`src/rtl/register_bank.sv`:
```
`default_nettype none
// ============================================================================
// Module   : register_bank
// Purpose  : NUM_REGS x WIDTH register file with shared 3-bit function select,
//            per-register enables and wrap flags, and two combinational read ports.
//            Optional macro REGBANK_SAT_ARITH_EN makes increment/decrement saturate.
// Revision : 1.0 - initial release
// ============================================================================
module register_bank #(
  parameter int WIDTH    = 16,
  parameter int NUM_REGS = 4,
  localparam int SW      = (NUM_REGS > 1) ? $clog2(NUM_REGS) : 1
) (
  input  logic                Clock,
  input  logic                rst,
  input  logic [NUM_REGS-1:0] E,
  input  logic [2:0]          FunSel,
  input  logic [WIDTH-1:0]    I,
  input  logic [SW-1:0]       RdSelA,
  input  logic [SW-1:0]       RdSelB,
  output logic [WIDTH-1:0]    QA,
  output logic [WIDTH-1:0]    QB,
  output logic [NUM_REGS-1:0] Wrap
);

  localparam int c_H = WIDTH / 2;

  localparam logic [2:0] c_OP_DEC    = 3'b000;
  localparam logic [2:0] c_OP_INC    = 3'b001;
  localparam logic [2:0] c_OP_LOAD   = 3'b010;
  localparam logic [2:0] c_OP_CLR    = 3'b011;
  localparam logic [2:0] c_OP_LO_ZX  = 3'b100;
  localparam logic [2:0] c_OP_LO_KP  = 3'b101;
  localparam logic [2:0] c_OP_LO2HI  = 3'b110;
  localparam logic [2:0] c_OP_LO_SX  = 3'b111;

  localparam logic [WIDTH-1:0] c_ONES = {WIDTH{1'b1}};
  localparam logic [WIDTH-1:0] c_ZERO = {WIDTH{1'b0}};
  localparam logic [WIDTH-1:0] c_ONE  = {{(WIDTH-1){1'b0}}, 1'b1};
  localparam logic [c_H-1:0]   c_HZERO = {c_H{1'b0}};

  logic [WIDTH-1:0] w_q [NUM_REGS];
  logic [c_H-1:0]   w_i_lo;
  logic [c_H-1:0]   w_i_sign;
  logic             w_is_inc;
  logic             w_is_dec;

  assign w_i_lo   = I[c_H-1:0];
  assign w_i_sign = {c_H{I[c_H-1]}};
  assign w_is_inc = (FunSel == c_OP_INC);
  assign w_is_dec = (FunSel == c_OP_DEC);

  generate
    for (genvar g = 0; g < NUM_REGS; g++) begin : g_reg
      logic [WIDTH-1:0] r_q;
      logic             r_wrap;
      logic [WIDTH-1:0] w_q_next;
      logic [WIDTH-1:0] w_inc;
      logic [WIDTH-1:0] w_dec;
      logic             w_at_ones;
      logic             w_at_zero;
      logic             w_wrap;

      assign w_at_ones = (r_q == c_ONES);
      assign w_at_zero = (r_q == c_ZERO);

`ifdef REGBANK_SAT_ARITH_EN
      // Saturating build: the wrap attempt leaves the register untouched.
      assign w_inc = w_at_ones ? r_q : r_q + c_ONE;
      assign w_dec = w_at_zero ? r_q : r_q - c_ONE;
`else
      assign w_inc = r_q + c_ONE;
      assign w_dec = r_q - c_ONE;
`endif

      always_comb begin
        w_q_next = r_q;
        if (E[g]) begin
          case (FunSel)
            c_OP_DEC:   w_q_next = w_dec;
            c_OP_INC:   w_q_next = w_inc;
            c_OP_LOAD:  w_q_next = I;
            c_OP_CLR:   w_q_next = c_ZERO;
            c_OP_LO_ZX: w_q_next = {c_HZERO, w_i_lo};
            c_OP_LO_KP: w_q_next = {r_q[WIDTH-1:c_H], w_i_lo};
            c_OP_LO2HI: w_q_next = {w_i_lo, r_q[c_H-1:0]};
            c_OP_LO_SX: w_q_next = {w_i_sign, w_i_lo};
            default:    w_q_next = r_q;
          endcase
        end
      end

      // Wrap is recomputed every edge, so it behaves as a per-event pulse.
      assign w_wrap = E[g] & ((w_is_inc & w_at_ones) | (w_is_dec & w_at_zero));

      always_ff @(posedge Clock or negedge rst) begin
        if (!rst) begin
          r_q    <= c_ZERO;
          r_wrap <= 1'b0;
        end else begin
          r_q    <= w_q_next;
          r_wrap <= w_wrap;
        end
      end

      assign w_q[g]  = r_q;
      assign Wrap[g] = r_wrap;
    end
  endgenerate

  // Out-of-range selects match no entry and therefore read as zero.
  always_comb begin
    QA = c_ZERO;
    QB = c_ZERO;
    for (int k = 0; k < NUM_REGS; k++) begin
      if (RdSelA == SW'(k)) QA = w_q[k];
      if (RdSelB == SW'(k)) QB = w_q[k];
    end
  end

endmodule
`default_nettype wire

```
`config.mk`:
```
export PLATFORM = sky130hd
export DESIGN_NAME = register_bank
export DESIGN_NICKNAME = d
export VERILOG_FILES = /design/src/rtl/register_bank.sv
export SDC_FILE = /design/constraint.sdc
export NUM_CORES = 1
export LEC_CHECK = 0
export ABC_CLOCK_PERIOD_IN_PS = 3300
export CORE_ASPECT_RATIO = 1.25
export CORE_UTILIZATION = 30
export CTS_BUF_LIST = sky130_fd_sc_hd__clkbuf_8
export CTS_CLUSTER_DIAMETER = 40
export DETAILED_ROUTE_END_ITERATION = 7
export HOLD_SLACK_MARGIN = 0.08
export PLACE_DENSITY_LB_ADDON = 0.1
export SLEW_MARGIN = 0
export SYNTH_ARGS = -nofsm -noshare
export SYNTH_HDL_FRONTEND = slang
export SYNTH_SLANG_ARGS = --single-unit
```
`constraint.sdc`:
```
create_clock -name Clock -period 3.3 [get_ports Clock]
set_input_delay 0.66 -clock Clock [delete_from_list [all_inputs] [get_ports Clock]]
set_output_delay 0.66 -clock Clock [all_outputs]
set_load 0.005 [all_outputs]
```
==> flow_metrics.tcl, run 1 <==
set metrics [dict create \
    p_leak_nw 3.98 \
    async_reset_ff_share_pct 100 \
    ctsHoldBuffers 0 \
    grt_first_pass_wirelength_mm 40.8 \
    yosysMostFrequentCell "nand2_1" \
    synth_fp_nets 910 \
    endpoint_kind "flop" \
    clockBufferDepth 2 \
    drive_gt1_share_pct 22.3 \
    grt_pass1_vias 6827 \
    drc 8 \
    grt_overflow 0 \
    antenna_cells 0 \
    cap_viol_max_count 0 \
    finalCritPeriodShare_pct 95.5 \
    routedWlPerCell_um 20.5 \
    critPathLaunchType "primary input" \
    num_vias 7032 \
    crit_type "in2reg" \
    placed_cells 1267 \
    max_freq_ghz 0.317 \
    yosys_warnings 0 \
    setup_viol 0 \
    ant_nets 0 \
    worst_slew_pin_slew_ns 0.984 \
    syn_avg_cell_area_um2 8.61 \
    status "finished, violations left" \
    power_density_nw_per_um2 598 \
    ys_seq_elements 68 \
    violations "DRC" \
    clk_pin_slew_ns 0.09 \
    synthesis.area_um2 7010 \
    initial_core_util_pct 30.5 \
    hold_viol 0 \
    die_h_um 173 \
    synth_edf_count 0 \
    fin_nets 1090 \
    synthTopCellsByArea "dfrtp_1, ha_1, mux4_2" \
    synth_top_area_share_pct 24.3 \
    grt_max_degree 69 \
    rsz0062_at_grt "false" \
    dp_hpwl_mm 20.2 \
    instances_no_fill 1288 \
    io_pins 65 \
    max_slew_margin_pct 34.4 \
    multi_input_area_um2 5190 \
    cts_tree "built" \
    required_ns 3.56 \
    clock_sinks 68 \
    placementRows 62 \
    syn_to_final_growth_pct 32.7 \
    wirelength_mm 26.4 \
    fill_cells 2344 \
    cts-root-buf "clkbuf_8" \
    gp_congestion 0.852 \
    synthDistinctLibCells 66 \
    vdd_drop_max_v 0.000260 \
    synth_common_cells "nand2_1, a21oi_1, dfrtp_1" \
    fin_util_pct 40.5 \
    die_w_um 139 \
    htreeDepth 3 \
    finClkSkew_ns 0.00713 \
    period_needed_ns 3.15 \
    port_buffers 64 \
    hp-class "in2async" \
    initialDrtViolationCount 341 \
    dieArea_um2 24000 \
    clk_latency_ns 0.37 \
    crit_arrival_ns 3.41 \
    syn_inst 815 \
    core-area_um2 23000 \
    yosys.area.top_type "dfrtp_1" \
    hold_slack_ns 0.431 \
    regArea_um2 1700 \
    antenna_found_initial 0 \
    ys_seq_area_share_pct 24.3 \
    synthFlopType "dfrtp_1" \
    cts_made_buffers 9 \
    report.final.slew_viol_count 0 \
    worstPathMaxFanout 6 \
    viasPerCell 5.46 \
    first_pass_iters 7 \
    gr-usage-all-layers_pct 22.4 \
]
-- layout make-up --
| cell class | count | share of cell area, % |
|---|---|---|
| clock buffer | 9 | 1.33 |
| clock inverter | 7 | 0.645 |
| inverter | 26 | 1.09 |
| multi-input combinational | 685 | 55.8 |
| sequential | 68 | 18.3 |
| tap | 288 | 3.87 |
| timing repair buffer | 205 | 19.0 |
-- where the power goes --
| group | switching (W) | total (W) | leakage (nW) | internal [W] |
|---|---|---|---|---|
| clock | 0.000393 | 0.000733 | 0.101 | 0.000341 |
| combinational | 0.00159 | 0.00343 | 3.02 | 0.00184 |
| sequential | 0.000395 | 0.00140 | 0.858 | 0.00101 |
| total | 0.00238 | 0.00557 | 3.98 | 0.00319 |
-- state kept, by name, summed over array words and instances (netlist names) --
register	count
g.r_wrap	4
g.r_q	64
-- critical path, cell delays in order --
cell and delay (ns):
clkdlybuf4s50_1 0.45, buf_4 0.21, nand2_4 0.16, buf_4 0.18, ha_4 0.20, and4_1 0.21
and3_1 0.18, a21oi_1 0.25, a31oi_1 0.19, o311ai_2 0.29, nor4_1 0.08, a311o_1 0.34
-- per-layer routing --
metal  part of all wire, %  routed length (µm)  up-vias  global-route usage, %
met5                     0                   0        -                      0
met2                    49               13000      168                   38.3
met1                    45               11900     3376                   28.8
li1                      -                   -     3455                      -
met3                   3.6                 957       33                   3.35
met4                   2.2                 593        0                   7.31
-- path summary, 6_finish.rpt --
| check | slack (ns) | to | cells after the start | start |
|---|---|---|---|---|
| max in group asynchronous | 2.22 | g_reg[2].r_q[7]$_DFFE_PN0P_ | 1 | rst |
| min reg2reg | 0.59 | g_reg[3].r_q[8]$_DFFE_PN0P_ | 2 | g_reg[3].r_q[8]$_DFFE_PN0P_ |
| min | 0.43 | g_reg[0].r_q[4]$_DFFE_PN0P_ | 1 | rst |
| min in group Clock | 0.59 | g_reg[3].r_q[8]$_DFFE_PN0P_ | 2 | g_reg[3].r_q[8]$_DFFE_PN0P_ |
| max reg2reg | 0.71 | g_reg[2].r_q[13]$_DFFE_PN0P_ | 9 | g_reg[2].r_q[1]$_DFFE_PN0P_ |
| max | 0.15 | g_reg[0].r_q[15]$_DFFE_PN0P_ | 12 | FunSel[0] |
-- what timing repair did --
item	in CTS	in global routing
gates cloned	0	2
pin swaps	0	9
setup buffers	0	3
setup endpoints to repair	1	19
gates resized for setup	0	19
-- layout by cell type, fill, tap and decap left out, types with 11 or more instances in the layout --
master,netlist,routed
xnor2_1,25,25
nand2_1,90,89
nor4_1,23,23
inv_1,26,27
mux4_2,32,32
buf_4,4,137
o21ai_0,66,63
dfrtp_1,68,68
nor2b_1,13,13
o221ai_1,12,11
a21oi_1,87,85
a21o_1,22,22
mux2i_1,16,16
ha_1,62,58
nor2_1,51,50
xor2_1,14,14
nand4_1,22,22
nor3_1,19,19
clkdlybuf4s50_1,0,61
-- through the flow --
step | TNS (ns) | area [µm²] | power [W] | setup slack [ns]
global route | 0 | 9310 | 0.00602 | 0.00786
floorplan | -0.0225 | 7100 | 0.00332 | -0.0225
CTS | -0.00583 | 9200 | 0.00553 | -0.00583
finish | 0 | 9310 | 0.00557 | 0.149
global placement | -7.36 | 9010 | 0.00477 | -0.361
detailed placement | -7.50 | 9010 | 0.00476 | -0.407
-- kinds of logic after synthesis --
logic type / Yosys count / share of synthesized area (%)
fa+ha+maj: 66 / 12.2
compound gates: 262 / 23.7
buf+inv: 64 / 3.67
simple gates: 265 / 18.3
xor+xnor: 39 / 4.87
mux: 51 / 13.0
flops: 68 / 24.3
Power figures use the tool's default switching activity.
==> inputs of run 2 (changes only) <==
--- a/config.mk
+++ b/config.mk
@@ -12,7 +12,8 @@
 export CTS_CLUSTER_DIAMETER = 40
 export DETAILED_ROUTE_END_ITERATION = 7
 export HOLD_SLACK_MARGIN = 0.08
-export PLACE_DENSITY_LB_ADDON = 0.1
+export PLACE_DENSITY = 0.5
+export SETUP_SLACK_MARGIN = 0.05
 export SLEW_MARGIN = 0
 export SYNTH_ARGS = -nofsm -noshare
 export SYNTH_HDL_FRONTEND = slang
==> run 2 against run 1 <==
Compared with the run above:
- the run still ends with DRC left
- cell count up 0.39%
- via count up 1.5%
- worst hold slack worse by 0.0049 ns
- register-to-register slack about the same
- first-iteration DRC count up 5.0%
- total power up 1.3%
- largest cell class unchanged
- largest power group unchanged
- highest routed layer unchanged
==> flow_metrics.tcl, run 2 (synthesized netlist as in run 1, its figures left out) <==
set metrics [dict create \
    final_cell_mix "buf_4, nand2_1, a21oi_1" \
    crit_start "RdSelB[0]" \
    cpLargestDelayFamily "buffers and inverters" \
    num_vias 7135 \
    rsz0062_at_grt "false" \
    grt_first_pass_wirelength_mm 40.0 \
    cpMostUsedCell "clkdlybuf4s50_1" \
    final_common_cell "buf_4" \
    htreeDepth 3 \
    drive_gt1_share_pct 23.9 \
    crit_arrival_ns 2.43 \
    rr_worst_depth 9 \
    gp_congestion 0.872 \
    grt_pass1_vias 7121 \
    die_w_um 139 \
    crit_buf_inv 3 \
    status "finished, violations left" \
    vdd_drop_max_v 0.000209 \
    antenna_found_initial 0 \
    tns_ns 0 \
    initialDrtViolationCount 358 \
    grt_max_degree 69 \
    cts_tree "built" \
    crit_path_top_delay_cell "mux4_2" \
    ant_nets 0 \
    grt_overflow 0 \
    dp_slack_ns -0.451 \
    r2r_end "g_reg[3].r_q[14]$_DFFE_PN0P_" \
    p_leak_nw 4.02 \
    max_freq_ghz 0.324 \
    finalCritPeriodShare_pct 93.6 \
    fin_nets 1096 \
    core-area_um2 23000 \
    clk_pin_slew_ns 0.09 \
    violations "DRC" \
    io_pins 65 \
    drc 4 \
    first_pass_iters 8 \
    placementRows 62 \
    worst-r2r-setup-slack_ns 0.72 \
    routedWlPerCell_um 19.7 \
    worstPathMaxFanout 16 \
    path_depth 4 \
    dp_hpwl_mm 19.7 \
    clock_sinks 68 \
    largest_register "g.r_q" \
    largest_reg_flops 64 \
    hold_viol 0 \
    initial_core_util_pct 30.5 \
    clk_latency_ns 0.38 \
    crit_end "QB[15]" \
    gr-usage-all-layers_pct 21.8 \
    worst_slew_pin_slew_ns 0.982 \
    dieArea_um2 24000 \
    total_power_w 0.00563 \
    port_buffers 64 \
    endpoint_kind "output pin" \
    antenna_cells 0 \
    cap_viol_max_count 0 \
    report.final.slew_viol_count 0 \
    syn_to_final_growth_pct 34.3 \
    finClkSkew_ns 0.0157 \
    path_cells "clkdlybuf4s50_1 -> buf_12 -> mux4_2 -> clkdlybuf4s50_1" \
    hp-class "in2async" \
    max_slew_margin_pct 34.5 \
    power_density_nw_per_um2 598 \
    fill_cells 2303 \
    top_regs "g.r_q (64), g.r_wrap (4)" \
    viasPerCell 5.52 \
    required_ns 2.64 \
    clockBufferDepth 2 \
    cts-root-buf "clkbuf_8" \
    cp_slowest_stage_delay_ns 0.58 \
    crit_type "in2out" \
    period_needed_ns 3.09 \
    cts_made_buffers 9 \
    setup_viol 0 \
    wirelength_mm 25.4 \
    worst_slack_ns 0.212 \
    r2r-start "g_reg[3].r_q[0]$_DFFE_PN0P_" \
    die_h_um 173 \
    fin_util_pct 41.0 \
    ctsHoldBuffers 0 \
    critPathLaunchType "primary input" \
]
-- run 2: what timing repair did --
action                                  CTS  global route
resized for setup                         4            33
pin swaps                                 0            13
endpoints found under the setup margin   10            25
buffers inserted                          0             5
-- run 2: final cells by class --
cell class | count | area [µm²] | area share, %
Clock inverter | 5 | 46.3 | 0.491
Tap cell | 288 | 360 | 3.83
Sequential cell | 68 | 1700 | 18.1
Clock buffer | 10 | 138 | 1.46
Multi-Input combinational cell | 683 | 5260 | 55.9
Inverter | 26 | 101 | 1.08
Timing Repair Buffer | 213 | 1810 | 19.2
-- run 2: metal layers --
| layer | GRT usage, % | up-vias | routed length, µm |
|---|---|---|---|
| met4 | 7.55 | 0 | 613 |
| met1 | 27.9 | 3481 | 11100 |
| met2 | 38.3 | 149 | 13000 |
| met5 | 0 | - | 0 |
| li1 | - | 3475 | - |
| met3 | 2.08 | 30 | 693 |
-- run 2: worst min-delay path by stage --
| stage | to | slack [ns] | start |
|---|---|---|---|
| final | g_reg[3].r_q[13]$_DFFE_PN0P_ | 0.43 | rst |
| after global routing | g_reg[3].r_q[13]$_DFFE_PN0P_ | 0.50 | rst |
| after CTS | g_reg[3].r_q[13]$_DFFE_PN0P_ | 0.46 | rst |
| after detailed placement | g_reg[3].r_q[11]$_DFFE_PN0P_ | 0.58 | g_reg[3].r_q[11]$_DFFE_PN0P_ |
| after global placement | g_reg[3].r_q[11]$_DFFE_PN0P_ | 0.56 | g_reg[3].r_q[11]$_DFFE_PN0P_ |
| after floorplan | g_reg[0].r_q[0]$_DFFE_PN0P_ | 0.36 | rst |
-- run 2: power breakdown --
group,switching (W),total (W),leakage [nW],internal (W)
registers,0.000384,0.00139,0.858,0.00101
logic,0.00163,0.00353,3.05,0.00190
clock network,0.000359,0.000716,0.106,0.000357
total,0.00237,0.00563,4.02,0.00326
-- run 2: through the flow --
step           instances  instance area (µm²)  hold slack, ns
2_1_floorplan        815                 7130           0.364
3_3_place_gp        1273                 9070           0.558
3_5_place_dp        1273                 9070           0.576
4_1_cts             1288                 9260           0.460
5_1_grt             1293                 9420           0.501
6_report            1293                 9420           0.427
==> inputs of run 3 (changes only) <==
--- a/config.mk
+++ b/config.mk
@@ -13,7 +13,7 @@
 export DETAILED_ROUTE_END_ITERATION = 7
 export HOLD_SLACK_MARGIN = 0.08
 export PLACE_DENSITY = 0.5
-export SETUP_SLACK_MARGIN = 0.05
+export SETUP_SLACK_MARGIN = 0.4
 export SLEW_MARGIN = 0
 export SYNTH_ARGS = -nofsm -noshare
 export SYNTH_HDL_FRONTEND = slang
==> run 3 against run 2 <==
Compared with the run above:
- the flow still finishes with violations (DRC)
- worst hold slack worse by 0.10 ns
- worst setup slack improved by 0.21 ns
- clock-buffer cell count increased by 3
- critical path type unchanged
- register-to-register slack hardly changed
- routed wire length is 3.1% higher
- clock power increased by 15%
- largest power group unchanged
- sequential share of layout area fell by 0.21 points
- global-route usage is 0.89 points higher
- highest routed layer unchanged
==> flow_metrics.tcl, run 3 (synthesized netlist as in run 1, its figures left out) <==
set metrics [dict create \
    dp_slack_ns -0.369 \
    final_common_cell "buf_4" \
    antenna_found_initial 0 \
    grt_overflow 0 \
    placementRows 62 \
    grt_max_degree 51 \
    initial_core_util_pct 30.5 \
    r2r_end "g_reg[0].r_q[12]$_DFFE_PN0P_" \
    report.final.slew_viol_count 0 \
    worst-r2r-setup-slack_ns 0.73 \
    crit_start "RdSelA[1]" \
    rsz0062_at_grt "true" \
    largest_register "g.r_q" \
    crit_arrival_ns 2.21 \
    gp_congestion 0.862 \
    period_needed_ns 2.87 \
    fin_nets 1086 \
    ctsHoldBuffers 0 \
    top_regs "g.r_q (64), g.r_wrap (4)" \
    endpoint_kind "output pin" \
    status "finished, violations left" \
    cap_viol_max_count 0 \
    finClkSkew_ns 0.0117 \
    core-area_um2 23000 \
    cts-root-buf "clkbuf_8" \
    die_w_um 139 \
    power_density_nw_per_um2 605 \
    critPathLaunchType "primary input" \
    hold_viol 0 \
    clock_sinks 68 \
    grt_first_pass_wirelength_mm 41.2 \
    port_buffers 64 \
    syn_to_final_growth_pct 35.9 \
    cts_tree "built" \
    io_pins 65 \
    crit_type "in2out" \
    max_freq_ghz 0.348 \
    die_h_um 173 \
    crit_end "QA[15]" \
    fin_util_pct 41.5 \
    viasPerCell 5.60 \
    fill_cells 2303 \
    wirelength_mm 26.2 \
    required_ns 2.64 \
    dr.max_layer_used "met4" \
    worst_slew_pin_slew_ns 0.751 \
    vdd_drop_max_v 0.000187 \
    antenna_cells 0 \
    dp_hpwl_mm 20.0 \
    wl_met2_mm 13.3 \
    r2r-start "g_reg[0].r_q[0]$_DFFE_PN0P_" \
    first_pass_iters 8 \
    finalCritPeriodShare_pct 87.1 \
    worstPathMaxFanout 16 \
    cts_made_buffers 9 \
    ant_nets 0 \
    dr_wl_met3_um 892 \
    routedWlPerCell_um 20.4 \
    grt_pass1_vias 7248 \
    clockBufferDepth 2 \
    dieArea_um2 24000 \
    worst_slack_ns 0.426 \
    hp-class "in2async" \
    largest_reg_flops 64 \
    gr-usage-all-layers_pct 22.7 \
    violations "DRC" \
    num_vias 7189 \
    drive_gt1_share_pct 24.3 \
    clk_latency_ns 0.39 \
    final_cell_mix "buf_4, nand2_1, a21oi_1" \
    initialDrtViolationCount 373 \
    drc 3 \
    p_leak_nw 4.02 \
    max_slew_margin_pct 49.9 \
    clk_pin_slew_ns 0.09 \
    setup_viol 0 \
    met1Wirelength_mm 11.1 \
    rr_worst_depth 11 \
    htreeDepth 3 \
]
[run 3: cell types whose count changed in the layout (fill, tap and decap cells not counted), sizes merged]
cell | before | now
buf | 150 | 138
clkbuf | 10 | 13
bufbuf | 0 | 2
clkdlybuf4s15 | 0 | 2
clkdlybuf4s50 | 60 | 58
dlymetal6s2s | 2 | 0
inv | 28 | 26
nand2 | 90 | 92
[run 3: cell type report]
cell class | count | area (µm²) | area share [%]
multi-input cells | 685 | 5350 | 56.2
flip-flops and latches | 68 | 1700 | 17.9
clock inverters | 3 | 42.5 | 0.446
well taps | 288 | 360 | 3.78
clock buffers | 13 | 179 | 1.88
repair buffers | 201 | 1800 | 18.9
inverters | 26 | 97.6 | 1.02
[run 3: repair_timing]
action,4_1_cts,5_1_grt
resized for setup,22,14
setup endpoints to repair,66,23
gates cloned,4,0
pin swaps,7,4
buffers inserted,1,0
[run 3: critical path, stage by stage]
cell and delay, ns:
clkdlybuf4s50_1 0.48, buf_6 0.20, mux4_2 0.38, clkdlybuf4s50_1 0.48
[run 3: how the worst min path moves through the flow]
stage,startpoint,cells past startpoint,end
finish,rst,1,g_reg[3].r_q[13]$_DFFE_PN0P_
global route,rst,1,g_reg[3].r_q[13]$_DFFE_PN0P_
CTS,rst,1,g_reg[3].r_q[13]$_DFFE_PN0P_
detailed placement,g_reg[3].r_q[11]$_DFFE_PN0P_,2,g_reg[3].r_q[11]$_DFFE_PN0P_
global placement,g_reg[3].r_q[11]$_DFFE_PN0P_,2,g_reg[3].r_q[11]$_DFFE_PN0P_
floorplan,rst,0,g_reg[0].r_q[0]$_DFFE_PN0P_
[run 3: report_power, final]
part	total, W	internal, W	switching [W]	leakage (nW)
Combinational	0.00355	0.00190	0.00165	3.05
Sequential	0.00140	0.00101	0.000395	0.858
Clock	0.000820	0.000431	0.000389	0.112
[run 3: through the flow]
step | instances | instance area [µm²] | hold WS [ns] | setup TNS [ns] | total power (W)
after detailed placement | 1263 | 9120 | 0.574 | -7.16 | 0.00486
after CTS | 1284 | 9480 | 0.350 | 0 | 0.00574
after global placement | 1263 | 9120 | 0.567 | -6.84 | 0.00485
after global routing | 1284 | 9530 | 0.383 | 0 | 0.00621
after floorplan | 815 | 7270 | 0.364 | 0 | 0.00339
final | 1284 | 9530 | 0.323 | 0 | 0.00577
[run 3: metal layers]
layer | vias up | GRT usage [%]
met2 | 161 | 39.7
met4 | 0 | 9.77
met3 | 50 | 2.82
li1 | 3462 | -
met5 | - | 0
met1 | 3516 | 27.9
